**src/rtl/seven_seg_scanner_if.sv**
```systemverilog
// Display-side bundle for seven_seg_scanner.
//   master : the register block driving what to show (value, dp_in, load,
//            lz_en, brightness) and observing the pins.
//   slave  : the scanner itself, producing the active-low pin levels
//            (out, dp, an) and the frame_start pulse.
interface seven_seg_scanner_if #(
  parameter int DIGITS   = 4,
  parameter int BRIGHT_W = 4
);
  logic [4*DIGITS-1:0] value;        // nibble i -> digit i, digit 0 rightmost
  logic [DIGITS-1:0]   dp_in;        // decimal point request, 1 = lit
  logic                load;         // capture value/dp_in
  logic                lz_en;        // leading-zero blanking enable
  logic [BRIGHT_W-1:0] brightness;   // duty level, all ones = always on
  logic [6:0]          out;          // segments {g,f,e,d,c,b,a}, active low
  logic                dp;           // decimal point, active low
  logic [DIGITS-1:0]   an;           // digit enables, active low
  logic                frame_start;  // one-cycle pulse per frame

  modport master (
    output value, dp_in, load, lz_en, brightness,
    input  out, dp, an, frame_start
  );

  modport slave (
    input  value, dp_in, load, lz_en, brightness,
    output out, dp, an, frame_start
  );
endinterface

```
**src/rtl/seven_seg_scanner.sv**
```systemverilog
// Multiplexed common-anode seven-segment driver.
// Each digit owns a slot of DIV clocks: the first GAP clocks are dead time
// with every anode off, the rest show the digit gated by a PWM duty cycle.
// Displayed data only changes at the frame boundary, so a frame never mixes
// old and new digits.
// Ports:
//   clk   - system clock, rising edge
//   rst_n - asynchronous active-low reset
//   bus   - seven_seg_scanner_if.slave (value/dp_in/load/lz_en/brightness in,
//           out/dp/an/frame_start out, all outputs registered)
module seven_seg_scanner #(
  parameter int DIGITS   = 4,
  parameter int DIV      = 100000,
  parameter int GAP      = 64,
  parameter int BRIGHT_W = 4
) (
  input  logic               clk,
  input  logic               rst_n,
  seven_seg_scanner_if.slave bus
);

  localparam int P_W   = $clog2(DIV);
  localparam int IDX_W = (DIGITS > 1) ? $clog2(DIGITS) : 1;

  logic [P_W-1:0]      p;
  logic [IDX_W-1:0]    idx;
  logic [4*DIGITS-1:0] active_val;
  logic [DIGITS-1:0]   active_dp;
  logic [4*DIGITS-1:0] pend_val;
  logic [DIGITS-1:0]   pend_dp;
  logic                pend_v;

  logic                wrap;
  logic                frame_end;
  logic                in_gap;
  logic                pwm_on;
  logic                lit;
  logic [BRIGHT_W-1:0] q;
  logic [3:0]          cur_nib;
  logic                cur_dp;
  logic                cur_blank;
  logic [DIGITS-1:0]   blank;
  logic [6:0]          out_next;
  logic                dp_next;
  logic [DIGITS-1:0]   an_next;

  function automatic logic [6:0] hex_font(input logic [3:0] n);
    case (n)
      4'h0: hex_font = 7'b1000000;
      4'h1: hex_font = 7'b1111001;
      4'h2: hex_font = 7'b0100100;
      4'h3: hex_font = 7'b0110000;
      4'h4: hex_font = 7'b0011001;
      4'h5: hex_font = 7'b0010010;
      4'h6: hex_font = 7'b0000010;
      4'h7: hex_font = 7'b1111000;
      4'h8: hex_font = 7'b0000000;
      4'h9: hex_font = 7'b0010000;
      4'hA: hex_font = 7'b0001000;
      4'hB: hex_font = 7'b0000011;
      4'hC: hex_font = 7'b1000110;
      4'hD: hex_font = 7'b0100001;
      4'hE: hex_font = 7'b0000110;
      default: hex_font = 7'b0001110;
    endcase
  endfunction

  assign wrap      = (p == P_W'(DIV - 1));
  assign frame_end = wrap && (idx == IDX_W'(DIGITS - 1));
  assign in_gap    = (p < P_W'(GAP));

  // PWM phase restarts at the first SHOW cycle of every slot.
  assign q      = BRIGHT_W'(32'(p) - 32'(GAP));
  assign pwm_on = (bus.brightness == '1) || (q < bus.brightness);

  // Shift-and-truncate selects keep the digit mux legal for any DIGITS,
  // including 1 where idx is a dummy bit.
  assign cur_nib   = 4'(active_val >> (4 * idx));
  assign cur_dp    = 1'(active_dp >> idx);
  assign cur_blank = 1'(blank >> idx);

  // A digit is blank when it and everything to its left is zero with no dp.
  always_comb begin
    // NOTE: every always_comb output gets a default first so no path leaves
    // it unassigned and a latch is never inferred.
    logic tail_zero;
    blank     = '0;
    tail_zero = 1'b1;
    for (int i = DIGITS - 1; i >= 1; i--) begin
      // NOTE: blocking '=' here because tail_zero must carry the value just
      // computed into the next iteration of the same evaluation.
      tail_zero = tail_zero && (4'(active_val >> (4 * i)) == 4'h0)
                  && !active_dp[i];
      blank[i]  = tail_zero;
    end
  end

  assign lit      = !in_gap && pwm_on && !(bus.lz_en && cur_blank);
  assign an_next  = lit ? ~(DIGITS'(1) << idx) : '1;
  assign out_next = in_gap ? 7'h7F : hex_font(cur_nib);
  assign dp_next  = in_gap ? 1'b1 : ~cur_dp;

  always_ff @(posedge clk or negedge rst_n) begin
    // NOTE: the display and pending registers are reset too, not just the
    // counters: frame 0 must show zeros and a reset must drop any queued load.
    if (!rst_n) begin
      p               <= '0;
      idx             <= '0;
      active_val      <= '0;
      active_dp       <= '0;
      pend_val        <= '0;
      pend_dp         <= '0;
      pend_v          <= 1'b0;
      bus.out         <= 7'h7F;
      bus.dp          <= 1'b1;
      bus.an          <= '1;
      bus.frame_start <= 1'b0;
    end else begin
      // NOTE: non-blocking '<=' for all state so every register samples the
      // pre-edge values regardless of statement order.
      bus.out         <= out_next;
      bus.dp          <= dp_next;
      bus.an          <= an_next;
      bus.frame_start <= (p == '0) && (idx == '0);

      if (wrap) begin
        p   <= '0;
        idx <= (idx == IDX_W'(DIGITS - 1)) ? '0 : idx + IDX_W'(1);
      end else begin
        p <= p + P_W'(1);
      end

      // A load coinciding with the frame end bypasses pending so it still
      // makes the very next frame.
      if (frame_end) begin
        if (bus.load) begin
          active_val <= bus.value;
          active_dp  <= bus.dp_in;
        end else if (pend_v) begin
          active_val <= pend_val;
          active_dp  <= pend_dp;
        end
        pend_v <= 1'b0;
      end else if (bus.load) begin
        pend_val <= bus.value;
        pend_dp  <= bus.dp_in;
        pend_v   <= 1'b1;
      end
    end
  end

endmodule

```
**src/flat_wrapper.sv**
```systemverilog
// flat-port wrapper written by rule: the top's interface ports become plain ports
module seven_seg_scanner_flat 
#(
  parameter int DIGITS   = 4,
  parameter int DIV      = 100000,
  parameter int GAP      = 64,
  parameter int BRIGHT_W = 4
)
  (clk, rst_n, bus_value, bus_dp_in, bus_load, bus_lz_en, bus_brightness, bus_out, bus_dp, bus_an, bus_frame_start);
  seven_seg_scanner_if #(.DIGITS(DIGITS), .BRIGHT_W(BRIGHT_W)) bus_i ();
  input  logic clk;
  input  logic rst_n;
  input wire logic [$bits(bus_i.value)-1:0] bus_value;
  input wire logic [$bits(bus_i.dp_in)-1:0] bus_dp_in;
  input wire logic [$bits(bus_i.load)-1:0] bus_load;
  input wire logic [$bits(bus_i.lz_en)-1:0] bus_lz_en;
  input wire logic [$bits(bus_i.brightness)-1:0] bus_brightness;
  output wire logic [$bits(bus_i.out)-1:0] bus_out;
  output wire logic [$bits(bus_i.dp)-1:0] bus_dp;
  output wire logic [$bits(bus_i.an)-1:0] bus_an;
  output wire logic [$bits(bus_i.frame_start)-1:0] bus_frame_start;
  assign bus_i.value = bus_value;
  assign bus_i.dp_in = bus_dp_in;
  assign bus_i.load = bus_load;
  assign bus_i.lz_en = bus_lz_en;
  assign bus_i.brightness = bus_brightness;
  assign bus_out = bus_i.out;
  assign bus_dp = bus_i.dp;
  assign bus_an = bus_i.an;
  assign bus_frame_start = bus_i.frame_start;
  seven_seg_scanner #(.DIGITS(DIGITS), .DIV(DIV), .GAP(GAP), .BRIGHT_W(BRIGHT_W)) u_core (.clk(clk), .rst_n(rst_n), .bus(bus_i));
endmodule
```
**config.mk**
```make
export PLATFORM = sky130hd
export DESIGN_NAME = seven_seg_scanner_flat
export DESIGN_NICKNAME = d
export VERILOG_FILES = /design/src/rtl/seven_seg_scanner_if.sv /design/src/rtl/seven_seg_scanner.sv /design/src/flat_wrapper.sv
export SDC_FILE = /design/constraint.sdc
export NUM_CORES = 1
export LEC_CHECK = 0
export ABC_AREA = 1
export CORE_MARGIN = 3
export CORE_UTILIZATION = 45
export CTS_CLUSTER_SIZE = 8
export DETAILED_ROUTE_END_ITERATION = 10
export GPL_TIMING_DRIVEN = 0
export PLACE_DENSITY = 0.67
export SLEW_MARGIN = 20
export SYNTH_ARGS = -nofsm -noshare
export SYNTH_HDL_FRONTEND = slang
export SYNTH_SLANG_ARGS = --single-unit
```
**constraint.sdc**
```tcl
create_clock -name clk -period 1.4 [get_ports clk]
set_input_delay 0.28 -clock clk [delete_from_list [all_inputs] [get_ports clk]]
set_output_delay 0.28 -clock clk [all_outputs]
set_load 0.01 [all_outputs]
```
==> results.md <==
- Post-synthesis cell count: 559
- Crit path launch type: register
- Cell Pwr Density: 777 mW/mm²
- ANT nets after route: 0
- DR WL/cell: 13.7 µm
- Critical Path AT: 1820 ps
- Relative slew slack: 70.6%
- Global-route wire length before repair: 16400 µm
- CP most frequent cell: nand2_1
- Number of vias per cell: 5.12
- CTS tree: built
- Max Freq: 652 MHz
- Root Buffer: clkbuf_8
- Post-route cell area: 0.00569 mm²
- Max H-tree Level: 3
- Top cells by area, synth: dfrtp_1 (37%), nand2_1 (18%), dfstp_2 (7.7%)
- Most common cell in the netlist: nand2_1
- RSZ-0062 raised after global routing: true
- Gpl congestion: 0.908
- Violated checks: setup timing
- Gr usage total: 19.8%
- Row count: 34
- Finished Layout Cells: 758
- Critical path endpoint category: register
- Top cell type's share of synthesized area: 37.2%
- Seq cells post-synth: 73
- Max Slew Vio Count: 0
- Initial cell density of the core: 46.6%
- Total grt overflow: 0
- Core area: 0.00881 mm²
- Fin crit period: 1530 ps
- Avg Cell Area, Syn: 7.35 µm²
- Least-Margin Pin Slew: 440 ps
- Launch point of the worst path: u_core.p[8]$_DFF_PN0_
- Vias: 3882
- Dpl cell area: 0.00469 mm²
- Slowest cell on crit path: dfrtp_1
- Post-placement cell count: 707
- Ys async rst share: 100%
- Clock buffer depth: 2
- TritonCTS Sinks: 73
- Die Wd: 102 µm
- Post-synthesis cell type count: 25
- # setup viols final: 51
- Share of the clock period used by the worst path after layout: 110%
- NumNets Final: 688
- Post-synth top cells: nand2_1 (193), inv_1 (63), dfrtp_1 (61)
- Peak supply drop: 0.000506 V
- Total CTS buffers: 9
- DRT Pass-1 Iters: 5
- Clock skew: 13.4 ps
- I/O pin count: 41
- Leak pwr: 0.00278 µW
- Vias in the first global route: 3615
- Hold Crit Class: in2async
- Fillers: 743
- Worst flop-to-flop path endpoint: u_core.pend_val[13]$_DFFE_PN0P_
- Die ar.: 0.0103 mm²
- Synth-to-layout area growth: 38.5%
- CP Cell Sequence: buf_4 -> nor2_1 -> nand3_1 -> nor2_4 -> nand3_4 -> nand2_4 -> buf_6 -> nand2_1 -> nand2_1
- I/O Buffers: 39
- Worst R2R Path Depth: 9
- Seq/Total Area, Yosys: 44.8%
- RR Startpoint: u_core.p[8]$_DFF_PN0_
- Worst setup path end: u_core.pend_val[13]$_DFFE_PN0P_
- Die height: 102 µm
- Max-cap viol count: 0
- Drt drc: 0
- Ys flop type: dfrtp_1
- Largest net degree at the start of global routing: 47
- DP HPWL: 6750 µm
- DP Worst Slack: -302 ps
- Initial antenna violation count: 0
- Status: finished with violations
- Post-layout util: 64.6%
- 1st-iter DRT viols: 158
- FF-to-FF setup slack: -130 ps
- Clock Latency Late Sink: 360 ps
- Yosys warns: 0
- Number of synthesized flops with an enable pin: 0
- CP max FO: 5
- Slowest stage delay, CP: 430 ps
- Worst Setup Slack, final: -134 ps
- Synth Net Count: 602
- Total Routed Length: 10400 µm
- Post-synth top area cell: dfrtp_1
- Crit Path Category: reg2reg
- CTS clk-pin slew, worst paths: 90 ps
- Diodes inserted: 0
- Hold violation total from the final report: 0
- Share of layout cells above drive strength 1: 30.8%
- Worst Path Required: 1690 ps
- Synth Cell Area: 0.00411 mm²
[routing by layer]
metal	track usage, %	vias up	wire, µm
li1	-	1938	-
met1	26.1	1802	4600
met2	33.2	113	5050
met3	3.24	29	419
met4	6.44	0	280
met5	0	-	0
[cell usage in the layout, fill, tap and decap left out, types with 15 or more instances in the layout]
| cell | synthesis | layout |
|---|---|---|
| nor2_1 | 50 | 40 |
| buf_4 | 4 | 28 |
| nand2_1 | 193 | 145 |
| buf_6 | 2 | 15 |
| inv_1 | 63 | 59 |
| nand2_2 | 4 | 38 |
| o21ai_0 | 30 | 22 |
| clkdlybuf4s50_1 | 0 | 25 |
| nand4_1 | 29 | 29 |
| nand3_1 | 53 | 36 |
| dfrtp_1 | 61 | 57 |
[cells by family after synthesis]
kind of cell / Yosys count / synth area share [%]
adders and majority gates: 15 / 4.57
xor gates and xnor gates: 7 / 1.49
buffers and inverters: 90 / 9.14
DFF: 73 / 44.8
and+or+nand+nor: 340 / 35.8
AOI/OAI and AO/OA: 34 / 4.14
[worst max-delay path, delay by kind of cell (launching register included)]
family / cells / cell delay [ps]
buf+inv: 2 / 280
simple gates: 7 / 740
flops: 1 / 430
[stage by stage]
step | hold slack, ps | power (µW) | TNS [ps]
after floorplan | -15.6 | 2350 | -259
after global placement | 453 | 2510 | -185270
after detailed placement | 232 | 2530 | -13570
after CTS | 393 | 4440 | -4310
after global routing | 413 | 4610 | -10530
final | 386 | 4420 | -5210
[power breakdown]
group | internal [µW] | switching [µW] | total (µW)
sequential | 2160 | 31.8 | 2190
combinational | 150 | 175 | 325
clock | 1100 | 812 | 1910
total | 3410 | 1020 | 4420
[how the worst min path moves through the flow]
| stage | start | to | cells past startpoint |
|---|---|---|---|
| 2_1_floorplan | rst_n | u_core.active_dp[0]$_DFFE_PN0P_ | 0 |
| 3_3_place_gp | u_core.pend_dp[2]$_DFFE_PN0P_ | u_core.pend_dp[2]$_DFFE_PN0P_ | 2 |
| 3_5_place_dp | rst_n | u_core.p[6]$_DFF_PN0_ | 1 |
| 4_1_cts | rst_n | u_core.p[6]$_DFF_PN0_ | 2 |
| 5_1_grt | rst_n | u_core.p[6]$_DFF_PN0_ | 2 |
| 6_report | rst_n | u_core.p[6]$_DFF_PN0_ | 2 |
[repair_timing]
item | in CTS | in global routing
setup endpoints to repair | 75 | 77
endpoints found under the hold margin | 15 | 0
gates cloned | 3 | 2
gates resized for setup | 80 | 115
pin swaps | 15 | 25
hold buffers | 1 | 0
setup buffers | 17 | 13
[area by class of cell]
type                    instances  area, µm²  area share [%]
clock inverters                 5       77.6            1.36
clock buffers                  11        151            2.66
flip-flops and latches         73       1850            32.5
multi-input cells             397       2400            42.2
inverters                      69        274            4.82
well taps                     108        135            2.37
repair buffers                 74        647            11.4
plain buffers                  21        155            2.73
[flip-flops by register name, indices dropped and copies added (netlist names), 2 cells and up]
signal             count
u_core.active_dp       4
u_core.bus.an          4
u_core.bus.out         7
u_core.pend_val       16
u_core.p              17
u_core.active_val     16
u_core.idx             2
u_core.pend_dp         4
(Power assumes the default switching activity.)
